`src/rtl/imem_fetch_unit.sv`:
```
// rtl/imem_fetch_unit.sv - instruction memory with single-slot fetch stage and valid/ready issue
module imem_fetch_unit #(
    parameter int unsigned      XLEN       = 32,
    parameter int unsigned      ILEN       = 32,
    parameter int unsigned      IMEM_DEPTH = 64,
    parameter logic [XLEN-1:0]  RESET_PC   = '0
) (
    input  logic                          clk,
    input  logic                          reset,
    input  logic                          load_en,
    input  logic [$clog2(IMEM_DEPTH)-1:0] load_addr,
    input  logic [ILEN-1:0]               load_data,
    input  logic                          start,
    output logic                          instr_valid,
    input  logic                          instr_ready,
    output logic [ILEN-1:0]               instr,
    output logic [XLEN-1:0]               instr_pc,
    input  logic                          redirect_valid,
    input  logic [XLEN-1:0]               redirect_pc,
    output logic                          halted,
    output logic                          fault,
    output logic [XLEN-1:0]               fault_pc
);

    localparam int unsigned     AW     = $clog2(IMEM_DEPTH);
    localparam logic [ILEN-1:0] EBREAK = ILEN'(32'h0010_0073);

    typedef enum logic [1:0] {
        S_IDLE,
        S_FETCH,
        S_HALT,
        S_FAULT
    } state_t;

    // Program storage; deliberately outside the reset domain so a reset
    // mid-run lets the same program be replayed without reloading.
    logic [ILEN-1:0] imem [IMEM_DEPTH];

    state_t          state;
    state_t          state_n;
    logic [XLEN-1:0] pc;
    logic [XLEN-1:0] pc_n;
    logic            instr_valid_n;
    logic [ILEN-1:0] instr_n;
    logic [XLEN-1:0] instr_pc_n;
    logic [XLEN-1:0] fault_pc_n;

    logic            slot_free;
    logic            pc_misaligned;
    logic            pc_out_of_range;
    logic [ILEN-1:0] rd_word;

    // The output slot can take a new word when empty or being drained this cycle.
    assign slot_free       = !instr_valid || instr_ready;
    assign pc_misaligned   = |pc[1:0];
    // Depth is a power of two, so any set bit above the word index is out of range;
    // this also stops pc+4 from silently wrapping back into word 0.
    assign pc_out_of_range = |pc[XLEN-1:AW+2];
    assign rd_word         = imem[pc[AW+1:2]];

    assign halted = (state == S_HALT);
    assign fault  = (state == S_FAULT);

    // Program load port, only honoured while idle.
    always_ff @(posedge clk) begin
        if (!reset && load_en && (state == S_IDLE)) begin
            imem[load_addr] <= load_data;
        end
    end

    // State and fetch-slot registers.
    always_ff @(posedge clk) begin
        if (reset) begin
            state       <= S_IDLE;
            pc          <= RESET_PC;
            instr_valid <= 1'b0;
            instr       <= '0;
            instr_pc    <= '0;
            fault_pc    <= '0;
        end else begin
            state       <= state_n;
            pc          <= pc_n;
            instr_valid <= instr_valid_n;
            instr       <= instr_n;
            instr_pc    <= instr_pc_n;
            fault_pc    <= fault_pc_n;
        end
    end

    // Next-state and slot update: redirect beats issue, issue only into a free slot.
    always_comb begin
        state_n       = state;
        pc_n          = pc;
        instr_valid_n = instr_valid;
        instr_n       = instr;
        instr_pc_n    = instr_pc;
        fault_pc_n    = fault_pc;

        case (state)
            S_IDLE: begin
                if (start) begin
                    state_n = S_FETCH;
                    pc_n    = RESET_PC;
                end
            end

            S_FETCH: begin
                if (redirect_valid) begin
                    // Wrong-path word is dropped even if decode is taking it now.
                    instr_valid_n = 1'b0;
                    pc_n          = redirect_pc;
                end else if (slot_free) begin
                    if (pc_misaligned || pc_out_of_range) begin
                        state_n       = S_FAULT;
                        fault_pc_n    = pc;
                        instr_valid_n = 1'b0;
                    end else begin
                        instr_n       = rd_word;
                        instr_pc_n    = pc;
                        instr_valid_n = 1'b1;
                        pc_n          = pc + XLEN'(4);
                        if (rd_word == EBREAK) begin
                            state_n = S_HALT;
                        end
                    end
                end
            end

            S_HALT, S_FAULT: begin
                // Terminal: let the last issued word drain, never issue again.
                if (instr_valid && instr_ready) begin
                    instr_valid_n = 1'b0;
                end
            end

            default: begin
                state_n = S_IDLE;
            end
        endcase
    end

endmodule
```
`config.mk`:
```
export PLATFORM = sky130hd
export DESIGN_NAME = imem_fetch_unit
export DESIGN_NICKNAME = d
export VERILOG_FILES = /design/src/rtl/imem_fetch_unit.sv
export SDC_FILE = /design/constraint.sdc
export NUM_CORES = 2
export LEC_CHECK = 0
export CORE_MARGIN = 4
export CORE_UTILIZATION = 52
export CTS_CLUSTER_DIAMETER = 80
export DETAILED_ROUTE_END_ITERATION = 8
export PLACE_DENSITY_LB_ADDON = 0.05
export SLEW_MARGIN = 20
export SYNTH_ARGS = -nofsm -noshare
export SYNTH_HDL_FRONTEND = slang
export SYNTH_SLANG_ARGS = --single-unit
```
`constraint.sdc`:
```
create_clock -name clk -period 5.2 [get_ports clk]
set_input_delay 1.04 -clock clk [delete_from_list [all_inputs] [get_ports clk]]
set_output_delay 1.04 -clock clk [all_outputs]
set_load 0.02 [all_outputs]
```
Word level (Yosys, flattened, before mapping)
Memory sizes are Yosys's and may differ from the RTL's. A register that Yosys moved wholly into a read port is not among the register bits.
Index checks and enable logic that the tools add are counted.
{"block": "op_classes", "n_mux": 20, "n_addsub": 1, "n_reduce_logical": 18, "n_bitwise": 2, "eq_ne": 11}
{"cell": "2-to-1 mux 32 bit", "n": 4}
{"cell": "case mux 32 bit (2 select lines)", "n": 1}
{"cell": "adder 32 x 3 -> 32 bit (second input constant)", "n": 1}
{"cell": "== test 32 x 21 -> 1 bit (second input constant)", "n": 1}
{"cell": "OR reduction 24 bit", "n": 1}
{"cell": "2-to-1 mux 6 bit", "n": 2}
{"cell": "AND reduction 4 bit", "n": 3}
{"cell": "2-to-1 mux 2 bit", "n": 5}
{"cell": "inequality test 3 bit (second input constant)", "n": 3}
{"cell": "inequality test 2 bit (second input constant)", "n": 4}
{"cell": "2-to-1 mux 1 bit", "n": 6}
{"cell": "AND reduction 5 bit", "n": 1}
{"cell": "== test 2 bit (second input constant)", "n": 2}
{"cell": "case mux 2 bit (2 select lines)", "n": 1}
{"cell": "nonzero test 2 bit", "n": 2}
{"cell": "OR reduction 2 bit", "n": 2}
{"cell": "logical AND 1 bit", "n": 3}
{"cell": "AND reduction 3 bit", "n": 1}
{"cell": "== test 2 x 1 -> 1 bit (second input constant)", "n": 1}
{"cell": "logical NOT 1 bit", "n": 2}
{"cell": "logical NOT 2 bit", "n": 1}
{"cell": "logical OR 1 bit", "n": 2}
{"cell": "inverter 1 bit", "n": 2}
{"cell": "case mux 1 bit (2 select lines)", "n": 1}
{"block": "totals", "input_bits": 76, "mem_count": 1, "output_inout_bits": 99, "ramBits": 2048, "register_bits": 131}
{"memory": "imem", "depth": 64, "word_bits": 32, "read_ports": 1, "rd_clocked_by_memory_dff": 1, "wr": 1, "line_no": "37", "text": "logic [ILEN-1:0] imem [IMEM_DEPTH];"}

Depth between registers and ports, before layout
{"block": "depth", "word_depth": 8, "ltp_mapped": 17}

Worst setup path before layout
OpenSTA, ideal clock, no wires.
{"block": "synth_timing", "path_kind": "input port to flip-flop", "from": "in reset", "to": "mem imem[55][0], enable pin", "setup_ns": 0.421, "cell_stages": 5, "t_arrival_ns": 3.546, "slack_ns": 1.233, "cell_sequence": "clkbuf_1 > nand2b_1 > nor4b_1 > nand3_1 > nor2_1"}
{"block": "synth_via", "elab_chain_len": 5}
{"item": "from (decl)", "line_no": "9", "text": "input logic reset,"}
{"item": "logical NOT 1 bit", "line_no": "66", "text": "if (!reset && load_en && (state == S_IDLE)) begin"}
{"item": "logical AND 1 bit (2 in series)", "line_no": "66"}
{"item": "2-to-1 mux 1 bit", "line_no": "66"}
{"item": "2-to-1 mux 1 bit (implied by the code)", "line_no": "67", "text": "imem[load_addr] <= load_data;"}
{"item": "to (decl)", "line_no": "37"}
Every way passes these cells.

==> metrics.md <==
| Metric | Value |
|---|---|
| Status | `complete, but fails checks` |
| Failing checks | `antenna rules` |
| Effective utilization at floorplan | `0.525` |
| Largest family of logic cells by synthesized area | `multiplexers` |
| Vias per cell | `about 6.5` |
| Pleak | `a little under 30 nW` |
| DR WL/cell | `36.6 µm` |
| CTS Buffer Depth | `3` |
| Multiplexer area fraction after synthesis | `0.143` |
| Area share of and/or/nand/nor cells after synthesis | `0.0353` |
| Syn_nets | `4,207` |
| Fmax | `a little over 200 MHz` |
| Core Area | `around 160,000 µm²` |
| Fin crit period | `4.94 ns` |
| # port buffers | `approximately 170` |
| Root Driver | `clkbuf_16` |
| Drt pass-1 iters | `5` |
| Peak supply drop | `approximately 0.37 mV` |
| I/O pins | `between 150 and 200` |
| Area Growth Syn to Fin | `15.8%` |
| WP data arrival | `about 5.7 ns` |
| Startpoint types | `flip-flop` |
| Max Cap Viol | `0` |
| Setup TNS | `0 ns` |
| Synthesized area | `83,500 µm²` |
| Total Die Area | `~170,000 µm²` |
| Min-delay worst type | `flip-flop to flip-flop` |
| RSZ-0062 raised after global routing | `false` |
| Total grt overflow | `0` |
| Final WL | `252,000 µm` |
| Clk sink count | `around 2.2k` |
| Top-area cell type share of the netlist area | `0.736` |
| Final setup violation count | `0` |
| Worst Max-Slew Pin Slew | `around 1.3 ns` |
| Row Count | `approximately 150` |
| CP Class | `flip-flop to flip-flop` |
| CTS tree | `built` |
| Post-Synthesis Cells | `4,130` |
| Hold Vio Cnt, Final | `0` |
| Area share of fa/ha/maj cells after synthesis | `0.000150` |
| Mean Syn Cell Area | `~20 µm²` |
| Worst skew pair latency | `about 0.85 ns` |
| Period utilization | `0.949` |
| Residual DRC | `0` |
| Placed Area | `89,700 µm²` |
| Antenna Violating Nets Remaining | `1` |
| Seq/Total Area, Yosys | `0.769` |
| Top cells by count, synth | `edfxtp_1 (2,048), mux4_2 (467), nand2_1 (217)` |
| DP Worst Slack | `about 0.38 ns` |
| Largest net degree at the start of global routing | `68` |
| Rel. slew slack | `0.121` |
| Main synth FF type | `edfxtp_1` |
| Ranking of synthesized cells by area | `edfxtp_1 (74%), mux4_2 (13%), dfxtp_1 (3.3%)` |
| Xor and xnor area share after synthesis | `0.000629` |
| Vias | `44.9k` |
| Synth area leader | `edfxtp_1` |
| Crit path required time | `a little under 6 ns` |
| Worst setup margin | `0.264 ns` |
| First-pass GRT wire length | `between 300,000 and 400,000 µm` |
| Compound-Gate Fraction of Synth Area | `0.0377` |
| Critical Path Fanout Max | `26` |
| RePlAce Congestion | `~0.84` |
| Vias in the first global route | `43.5k` |
| Ys async rst share | `0` |
| Yosys reg bits | `around 2.2k` |
| Layout cells sized above 1 | `0.249` |
| Power consumption | `around 38 mW` |
| Yosys warns | `0` |
| All-layer global routing usage | `0.301` |
| Distinct cells, synth | `71` |
| Final Slew Violations | `0` |
| Final Cell Area | `a little under 100,000 µm²` |
| Total CTS buffers | `around 220` |
| H-tree depth | `4` |
| Cts repair resizes | `0` |
| DP HPWL | `between 100,000 and 150,000 µm` |
| Die width | `around 410 µm` |
| NumNets Final | `4,626` |
| Initial antenna violation count | `15` |
| Count leader, synth | `edfxtp_1` |
| Setup Buffers After CTS | `0` |
| Post-CTS Hold Buffers | `0` |
| Worst Clk Skew | `between 0.02 and 0.025 ns` |
| Die Y | `just over 400 µm` |
| Initial DRC count | `6,462` |
| EDFF count, synth | `between 2k and 2.5k` |
| Power per cell area | `between 300 and 400 nW/µm²` |
| CP endpoint kind | `flip-flop` |
| Reg clk slew, reported paths | `0.06 ns` |
[sequential cells by signal, indices dropped and copies added, names as in the netlist, named ones only]
register and cells:
state 2, instr 32, pc 32, fault_pc 32, instr_pc 32, instr_valid 1
imem 2048
[cells by family (layout without fill, tap and decap cells)]
family	Yosys count	count (layout)
mux	598	598
other cells	0	7
buf+inv	242	844
flops	2185	2185
fa+ha+maj	1	1
xor+xnor	6	6
simple gates	628	628
compound gates	470	470
[final cells by class]
class / count / area, µm²
antenna: 7 / 17.5
clock buffer: 274 / 5850
tap: 2146 / 2690
timing repair buffer: 431 / 4170
sequential: 2185 / 64300
fill: 11300 / 62400
multi-input combinational: 1703 / 18600
inverter: 9 / 33.8
clock inverter: 130 / 1100
[metrics by stage]
stage	hold slack, ns	utilization	cells
2_1_floorplan	0.444	-	4130
3_5_place_dp	0.444	0.564	6473
3_3_place_gp	0.441	0.564	6473
4_1_cts	0.455	0.607	6877
5_1_grt	0.465	0.608	6879
6_report	0.450	0.608	6885
[power breakdown]
group	switching, mW	internal (mW)
combinational	1.74	1.09
clock	6.64	8.69
sequential	0.118	19.3
total	8.50	29.1
[path summary, 6_finish.rpt]
kind	startpoint	endpoint	cells after the start	slack, ns
min reg2reg	fault_pc[12]$_SDFFE_PP0P_	fault_pc[12]$_SDFFE_PP0P_	2	0.45
max	flip-flop	state[1]$_SDFFE_PP0P_	10	0.26
min	fault_pc[12]$_SDFFE_PP0P_	fault_pc[12]$_SDFFE_PP0P_	2	0.45
max reg2reg	flip-flop	state[1]$_SDFFE_PP0P_	10	0.26
[worst max-delay path, stage by stage, from the launching register on]
cell,delay [ns]
dfxtp_4,0.70
buf_12,0.30
buf_12,0.24
mux4_2,0.52
a22oi_1,0.24
a21oi_1,0.36
or4_1,0.76
nor4_1,0.60
nand4_1,0.22
or4_1,0.58
a221oi_2,0.22
[routing by layer]
metal | vias to the layer above | global-route usage | share of wire
met5 | - | 0 | 0.000052
met4 | 2 | 0.0891 | 0.032
met3 | 383 | 0.0511 | 0.089
met2 | 2372 | 0.469 | 0.47
met1 | 24100 | 0.445 | 0.41
li1 | 18000 | - | -
[cell usage in the layout (no fill, tap or decap), types with 10 or more instances in the layout]
master,instances
edfxtp_1,2048
mux4_2,467
buf_4,224
clkbuf_16,222
nand2_1,217
a22oi_1,145
clkdlybuf4s50_1,140
a21oi_1,139
dfxtp_1,131
mux2i_1,114
nor2_1,95
nor2_4,65
nand3_1,52
buf_12,50
clkinv_1,49
clkinv_2,47
clkbuf_1,41
o21ai_0,36
and2_1,35
o22ai_1,35
nor2b_1,26
nor3_1,21
buf_2,17
nor4_1,16
a211oi_1,15
bufinv_16,15
nand2b_1,14
a221oi_1,13
mux2_2,13
a22o_1,12
or4_1,12
nand3b_1,11
nand4_1,11
o31ai_1,11
and3_1,11
o221ai_1,10
clkbuf_8,10
Note: power is estimated with default switching activity, not from simulation.
